<file path="src/rtl/seven_seg_scan_driver.sv">
// Time-multiplexed seven-segment driver: a sequential double-dabble converter feeds
// a display register, which is scanned digit by digit onto a shared segment bus.
module seven_seg_scan_driver #(
  parameter int NUM_DIGITS    = 4,
  parameter int BIN_WIDTH     = 14,
  parameter int REFRESH_DIV   = 100000,
  parameter bit AN_ACTIVE_LOW = 1'b1
) (
  input  logic                  clk,
  input  logic                  rst,
  input  logic [BIN_WIDTH-1:0]  value,
  input  logic                  negative,
  input  logic                  blank_lz,
  input  logic                  load,
  output logic                  busy,
  output logic                  overflow,
  output logic [6:0]            seg,
  output logic [NUM_DIGITS-1:0] an
);

  localparam int BCD_W  = 4 * NUM_DIGITS;
  localparam int IDX_W  = $clog2(NUM_DIGITS);
  localparam int CNT_W  = $clog2(REFRESH_DIV);
  localparam int ITER_W = $clog2(BIN_WIDTH + 1);

  localparam logic [6:0] GLYPH_MINUS = 7'b1111110;
  localparam logic [6:0] GLYPH_BLANK = 7'b1111111;
  localparam logic [NUM_DIGITS-1:0] AN_OFF = AN_ACTIVE_LOW ? {NUM_DIGITS{1'b1}} : {NUM_DIGITS{1'b0}};

  function automatic logic [63:0] pow10(input int n);
    logic [63:0] p;
    p = 64'd1;
    for (int i = 0; i < n; i++) p = p * 64'd10;
    return p;
  endfunction

  // A negative value gives up the top digit to the minus sign.
  localparam logic [63:0] LIM_POS = pow10(NUM_DIGITS) - 64'd1;
  localparam logic [63:0] LIM_NEG = pow10(NUM_DIGITS - 1) - 64'd1;

  function automatic logic [6:0] glyph(input logic [3:0] d);
    case (d)
      4'd0:    glyph = 7'b0000001;
      4'd1:    glyph = 7'b1001111;
      4'd2:    glyph = 7'b0010010;
      4'd3:    glyph = 7'b0000110;
      4'd4:    glyph = 7'b1001100;
      4'd5:    glyph = 7'b0100100;
      4'd6:    glyph = 7'b0100000;
      4'd7:    glyph = 7'b0001111;
      4'd8:    glyph = 7'b0000000;
      4'd9:    glyph = 7'b0000100;
      default: glyph = GLYPH_BLANK;
    endcase
  endfunction

  typedef enum logic [1:0] {IDLE, SHIFT, COMMIT} state_t;

  state_t state;
  state_t state_next;

  // Handshake: load is a one-cycle request, taken only when busy=0; busy then stays
  // high until the converted value has been committed to the display register.
  logic accept;
  logic commit;

  logic [BIN_WIDTH-1:0] bin_q;
  logic [BCD_W-1:0]     bcd_q;
  logic [BCD_W-2:0]     bcd_adj;
  logic [ITER_W-1:0]    iter_q;
  logic                 cap_neg;
  logic                 cap_blz;
  logic                 cap_ovf;
  logic                 value_ovf;
  logic [63:0]          value_ext;

  logic [BCD_W-1:0] disp_bcd;
  logic             disp_neg;
  logic             disp_blz;
  logic             disp_ovf;

  logic [CNT_W-1:0]      refresh_cnt;
  logic [IDX_W-1:0]      scan_idx;
  logic [IDX_W-1:0]      msd;
  logic [IDX_W-1:0]      msd_up;
  logic [3:0]            cur_digit;
  logic [6:0]            glyph_cur;
  logic [NUM_DIGITS-1:0] onehot_cur;
  logic [NUM_DIGITS-1:0] an_cur;

  // ---------------- conversion FSM ----------------
  always_ff @(posedge clk or posedge rst) begin
    if (rst) state <= IDLE;
    else     state <= state_next;
  end

  always_comb begin
    state_next = state;
    case (state)
      IDLE:    if (load) state_next = SHIFT;
      SHIFT:   if (iter_q == ITER_W'(BIN_WIDTH - 1)) state_next = COMMIT;
      COMMIT:  state_next = IDLE;
      default: state_next = IDLE;
    endcase
  end

  always_comb begin
    busy   = (state != IDLE);
    commit = (state == COMMIT);
    accept = (state == IDLE) && load;
  end

  // ---------------- double-dabble datapath ----------------
  always_comb begin
    logic [3:0] nib;
    bcd_adj = '0;
    for (int i = 0; i < NUM_DIGITS - 1; i++) begin
      nib = bcd_q[4*i +: 4];
      if (nib >= 4'd5) nib = nib + 4'd3;
      bcd_adj[4*i +: 4] = nib;
    end
    // The top nibble's carry-out is shifted away, so only its low three bits survive.
    nib = bcd_q[BCD_W-1 -: 4];
    if (nib >= 4'd5) nib = nib + 4'd3;
    bcd_adj[BCD_W-2 -: 3] = nib[2:0];
  end

  always_comb begin
    value_ext = 64'(value);
    value_ovf = negative ? (value_ext > LIM_NEG) : (value_ext > LIM_POS);
  end

  always_ff @(posedge clk or posedge rst) begin
    if (rst) begin
      bin_q    <= '0;
      bcd_q    <= '0;
      iter_q   <= '0;
      cap_neg  <= 1'b0;
      cap_blz  <= 1'b1;
      cap_ovf  <= 1'b0;
      disp_bcd <= '0;
      disp_neg <= 1'b0;
      disp_blz <= 1'b1;
      disp_ovf <= 1'b0;
    end else begin
      if (accept) begin
        bin_q   <= value;
        bcd_q   <= '0;
        iter_q  <= '0;
        cap_neg <= negative;
        cap_blz <= blank_lz;
        cap_ovf <= value_ovf;
      end else if (state == SHIFT) begin
        bcd_q  <= {bcd_adj, bin_q[BIN_WIDTH-1]};
        bin_q  <= bin_q << 1;
        iter_q <= iter_q + 1'b1;
      end
      if (commit) begin
        disp_bcd <= bcd_q;
        disp_neg <= cap_neg;
        disp_blz <= cap_blz;
        disp_ovf <= cap_ovf;
      end
    end
  end

  assign overflow = disp_ovf;

  // ---------------- display composition ----------------
  always_comb begin
    msd = '0;
    for (int i = 1; i < NUM_DIGITS; i++) begin
      if (disp_bcd[4*i +: 4] != 4'd0) msd = IDX_W'(i);
    end
    msd_up    = msd + 1'b1;
    cur_digit = disp_bcd[4*scan_idx +: 4];
    if (disp_ovf) begin
      glyph_cur = GLYPH_MINUS;
    end else if (disp_blz) begin
      if (scan_idx <= msd)                      glyph_cur = glyph(cur_digit);
      else if (disp_neg && (scan_idx == msd_up)) glyph_cur = GLYPH_MINUS;
      else                                       glyph_cur = GLYPH_BLANK;
    end else if (disp_neg && (scan_idx == IDX_W'(NUM_DIGITS - 1))) begin
      glyph_cur = GLYPH_MINUS;
    end else begin
      glyph_cur = glyph(cur_digit);
    end
  end

  always_comb begin
    onehot_cur = NUM_DIGITS'(1) << scan_idx;
    an_cur     = AN_ACTIVE_LOW ? ~onehot_cur : onehot_cur;
  end

  // ---------------- scan timing ----------------
  // seg and an are registered together so segments never pair with the wrong enable.
  always_ff @(posedge clk or posedge rst) begin
    if (rst) begin
      refresh_cnt <= '0;
      scan_idx    <= '0;
      seg         <= GLYPH_BLANK;
      an          <= AN_OFF;
    end else begin
      if (refresh_cnt == CNT_W'(REFRESH_DIV - 1)) begin
        refresh_cnt <= '0;
        scan_idx    <= (scan_idx == IDX_W'(NUM_DIGITS - 1)) ? '0 : scan_idx + 1'b1;
      end else begin
        refresh_cnt <= refresh_cnt + 1'b1;
      end
      seg <= glyph_cur;
      an  <= an_cur;
    end
  end

endmodule

</file>
<file path="config.mk">
export PLATFORM = sky130hd
export DESIGN_NAME = seven_seg_scan_driver
export DESIGN_NICKNAME = d
export VERILOG_FILES = /design/src/rtl/seven_seg_scan_driver.sv
export SDC_FILE = /design/constraint.sdc
export NUM_CORES = 1
export LEC_CHECK = 0
export CAP_MARGIN = 10
export CORE_ASPECT_RATIO = 0.7
export CORE_UTILIZATION = 44
export DETAILED_ROUTE_END_ITERATION = 8
export HOLD_SLACK_MARGIN = 0.02
export REMOVE_ABC_BUFFERS = 1
export SKIP_CTS_REPAIR_TIMING = 1
export SYNTH_ARGS = -nofsm -noshare
export SYNTH_HDL_FRONTEND = slang
export SYNTH_SLANG_ARGS = --single-unit
</file>
<file path="constraint.sdc">
create_clock -name clk -period 8.14 [get_ports clk]
set_input_delay 1.628 -clock clk [delete_from_list [all_inputs] [get_ports clk]]
set_output_delay 1.628 -clock clk [all_outputs]
set_load 0.005 [all_outputs]
</file>
==> summary.md <==
| Metric | Value |
|---|---|
| Layout net count | `499` |
| Hold Crit Class | `reg -> reg` |
| Top-Level Pins | `32` |
| Startpoint types | `input port` |
| Slew Viols, Final | `0` |
| DRC | `0` |
| Grt ovf | `0` |
| Antenna-violating nets left | `0` |
| Main synth FF type | `dfrtp_1` |
| Layout cells sized above 1 | `under 10%` |
| Slew HR | `approximately 28%` |
| All-layer global routing usage | `18.37%` |
| Root Buffer | `clkbuf_16` |
| Placed cell area | `4715 um^2` |
| Die area | `10190 um^2` |
| Routed WL | `8.282 mm` |
| Post-synth EDFFs | `0` |
| Net Sw Frac | `between 30% and 40%` |
| Top-count cell post-synth | `dfrtp_1` |
| Worst vdd ir | `0.2047 mV` |
| Clk_lat worst skew | `between 300 and 400 ps` |
| Period utilisation layout | `between 40% and 50%` |
| Combinational group share of total power | `31.8%` |
| Top cells by area, synth | `dfrtp_1, dfstp_2, ha_1` |
| Die height | `84.76 um` |
| Post-Synthesis Cells | `between 400 and 500` |
| CTS sink count | `approximately 90` |
| Top-area cell type share of the netlist area | `43.59%` |
| First-pass GRT wire length | `14.59 mm` |
| Hold Path Stages | `2` |
| Tmin final | `~3400 ps` |
| R2R depth | `8` |
| RSZ-0062 raised after global routing | `false` |
| Leakage | `2.255 nW` |
| WL/cell | `between 10 and 15 um` |
| Largest net degree at the start of global routing | `around 90` |
| Ys async rst share | `100.0%` |
| Status | `finished, final reports clean` |
| Top cell type by total area after synthesis | `dfrtp_1` |
| Diode count | `0` |
| Via count | `a little over 3000` |
| Initial Util | `46.35%` |
| Top delay family on crit path | `simple AND/OR/NAND/NOR gates` |
| Yosys reg bits | `slightly below 90` |
| Final Hold Viols | `0` |
| Router iterations before antenna repair | `4` |
| Arrival time of the worst setup path | `between 3000 and 4000 ps` |
| Syn. warnings | `0` |
| Vias in the first global route | `slightly below 3000` |
| Initial antenna violation count | `0` |
| WS Path Type | `in -> reg` |
| Required @ worst endpoint | `~8400 ps` |
| Fmax | `between 0.2 and 0.3 GHz` |
| Initial DRC Count | `roughly 200` |
| Distinct cells, synth | `40` |
| Syn avg cell area | `about 10 um^2` |
| Design Area, Final | `between 5000 and 6000 um^2` |
| Post-Layout Cell Count | `roughly 590` |
| Crit. End Element | `register` |
| Core box area | `between 9000 and 10000 um^2` |
| Slowest stage delay, CP | `890 ps` |
| Cts bufs inserted | `9` |
| Clk_skew | `between 4 and 5 ps` |
| IO buf count | `31` |
| Area delta synth->final | `17.41%` |
| Clock power share | `28.1%` |
| Routability congestion estimate | `a little over 0.8` |
| Clk buf depth | `2` |
| Crit path max fanout | `23` |
| CTS tree | `built` |
| NetSw | `between 500 and 600 uW` |
| Setup TNS | `0 ps` |
| Post-synth top cells | `dfrtp_1, nand2_1, o21ai_0` |
| Slowest-stage cell, CP | `nor2_1` |
| CP Buf/Inv Count | `1` |
| Int Power | `roughly 1.1 mW` |
| Critical Path Stages | `5` |
| Via/cell ratio | `around 5.2` |
| CTS H-tree depth | `3` |
| Inst Count DP | `570` |
| Max-Cap Viols | `0` |
| Post-Syn Area | `around 4300 um^2` |
| Std-Cell Rows | `29` |
| HPWL after detailed placement | `around 5.6 mm` |
| Sequential Power Share | `40.1%` |
| Crit-path cells | `clkdlybuf4s50_1 -> and2_1 -> nor2_1 -> o21ai_0 -> nand2_1` |
| Die width | `120.2 um` |
| PwrDens | `between 300 and 400 nW/um^2` |
| Final setup violation count | `0` |
| Seq/Total Area, Yosys | `approximately half` |
| Worst-Margin Slew | `about 1100 ps` |
| Reg clk slew, reported paths | `roughly 60 ps` |
## layout make-up
type	instances	area [um^2]
multi-input cells	303	1932
fillers	857	4234
well taps	124	155.1
flip-flops and latches	88	2218
repair buffers	33	325.3
clock inverters	3	90.09
clock buffers	13	250.2
inverters	22	83.83
## kinds of logic after synthesis
kind of cell	Yosys count	share of synthesized area, %
simple gates	156	17.41
compound gates	88	11.54
flops	88	51.53
buf+inv	39	3.603
fa+ha+maj	23	6.684
xor+xnor	21	4.272
mux	15	4.970
## path summary, 6_finish.rpt
check	end	from	slack (ps)
worst max-delay path	bcd_q[11]$_DFFE_PP0P_	load	4770
worst min register to register	cap_blz$_DFFE_PP1P_	cap_blz$_DFFE_PP1P_	460
max in group asynchronous	disp_bcd[2]$_DFFE_PP0N_	rst	5500
min in group asynchronous	bin_q[11]$_DFFE_PP0P_	rst	1950
worst min-delay path	cap_blz$_DFFE_PP1P_	cap_blz$_DFFE_PP1P_	460
worst max register to register	seg[4]$_DFF_PP1_	disp_bcd[13]$_DFFE_PP0N_	5640
## worst reg2reg max path, cell delays in order, from the launching register on
cell and delay (ps):
dfrtp_1 400, or4_1 560, nor2_1 150, ha_1 250
nor2b_1 140, nor2_1 80, a21oi_1 60, a211oi_1 550
o21ai_0 200
## stage by stage
stage	util [%]	hold WS (ps)	setup WS, ps	power (mW)
floorplan	-	437.5	4255	1.040
global placement	50.75	450.1	4453	1.188
detailed placement	50.75	448.8	4448	1.206
CTS	54.42	459.4	4793	1.683
global route	54.42	481.8	4592	1.808
finish	54.42	456.9	4769	1.666
## power by group through the flow
stage / Sequential [mW] / Combinational (mW) / Clock, mW
3_3_place_gp: 0.672 / 0.517 / 0
6_report: 0.668 / 0.530 / 0.467
4_1_cts: 0.668 / 0.535 / 0.481
3_5_place_dp: 0.674 / 0.532 / 0
2_1_floorplan: 0.645 / 0.395 / 0
5_1_grt: 0.687 / 0.619 / 0.502
## placed cells by master (no fill, tap or decap), types with 3 or more instances in the layout
cell	n
dfrtp_1	75
nand2_1	58
o21ai_0	42
clkdlybuf4s50_1	31
nor2_1	30
nand3_1	26
ha_1	23
a21oi_1	22
inv_1	21
a22oi_1	14
xnor2_1	14
dfstp_2	13
mux2_2	11
clkbuf_16	9
nand2b_1	7
xor2_1	7
nor2b_1	6
nor4_1	5
mux4_2	4
nand4_1	4
nor3_1	4
and2_1	3
and3_1	3
nor3b_1	3
bufinv_16	3
clkbuf_1	3
## flip-flops by register name, summed over array words and instances (netlist names)
name         cells
bin_q           14
cap_ovf          1
scan_idx         2
disp_neg         1
cap_blz          1
overflow         1
bcd_q           16
iter_q           4
an               4
disp_blz         1
disp_bcd        16
cap_neg          1
state            2
refresh_cnt     17
seg              7
## per-layer routing
metal	vias to the layer above	wire length (um)	global-route usage, %
met4	0	48	5.387
li1	1531	-	-
met3	6	302	5.231
met2	52	3455	25.91
met1	1469	4477	27.32
met5	-	0	0
Note: power is estimated with default switching activity, not from simulation.
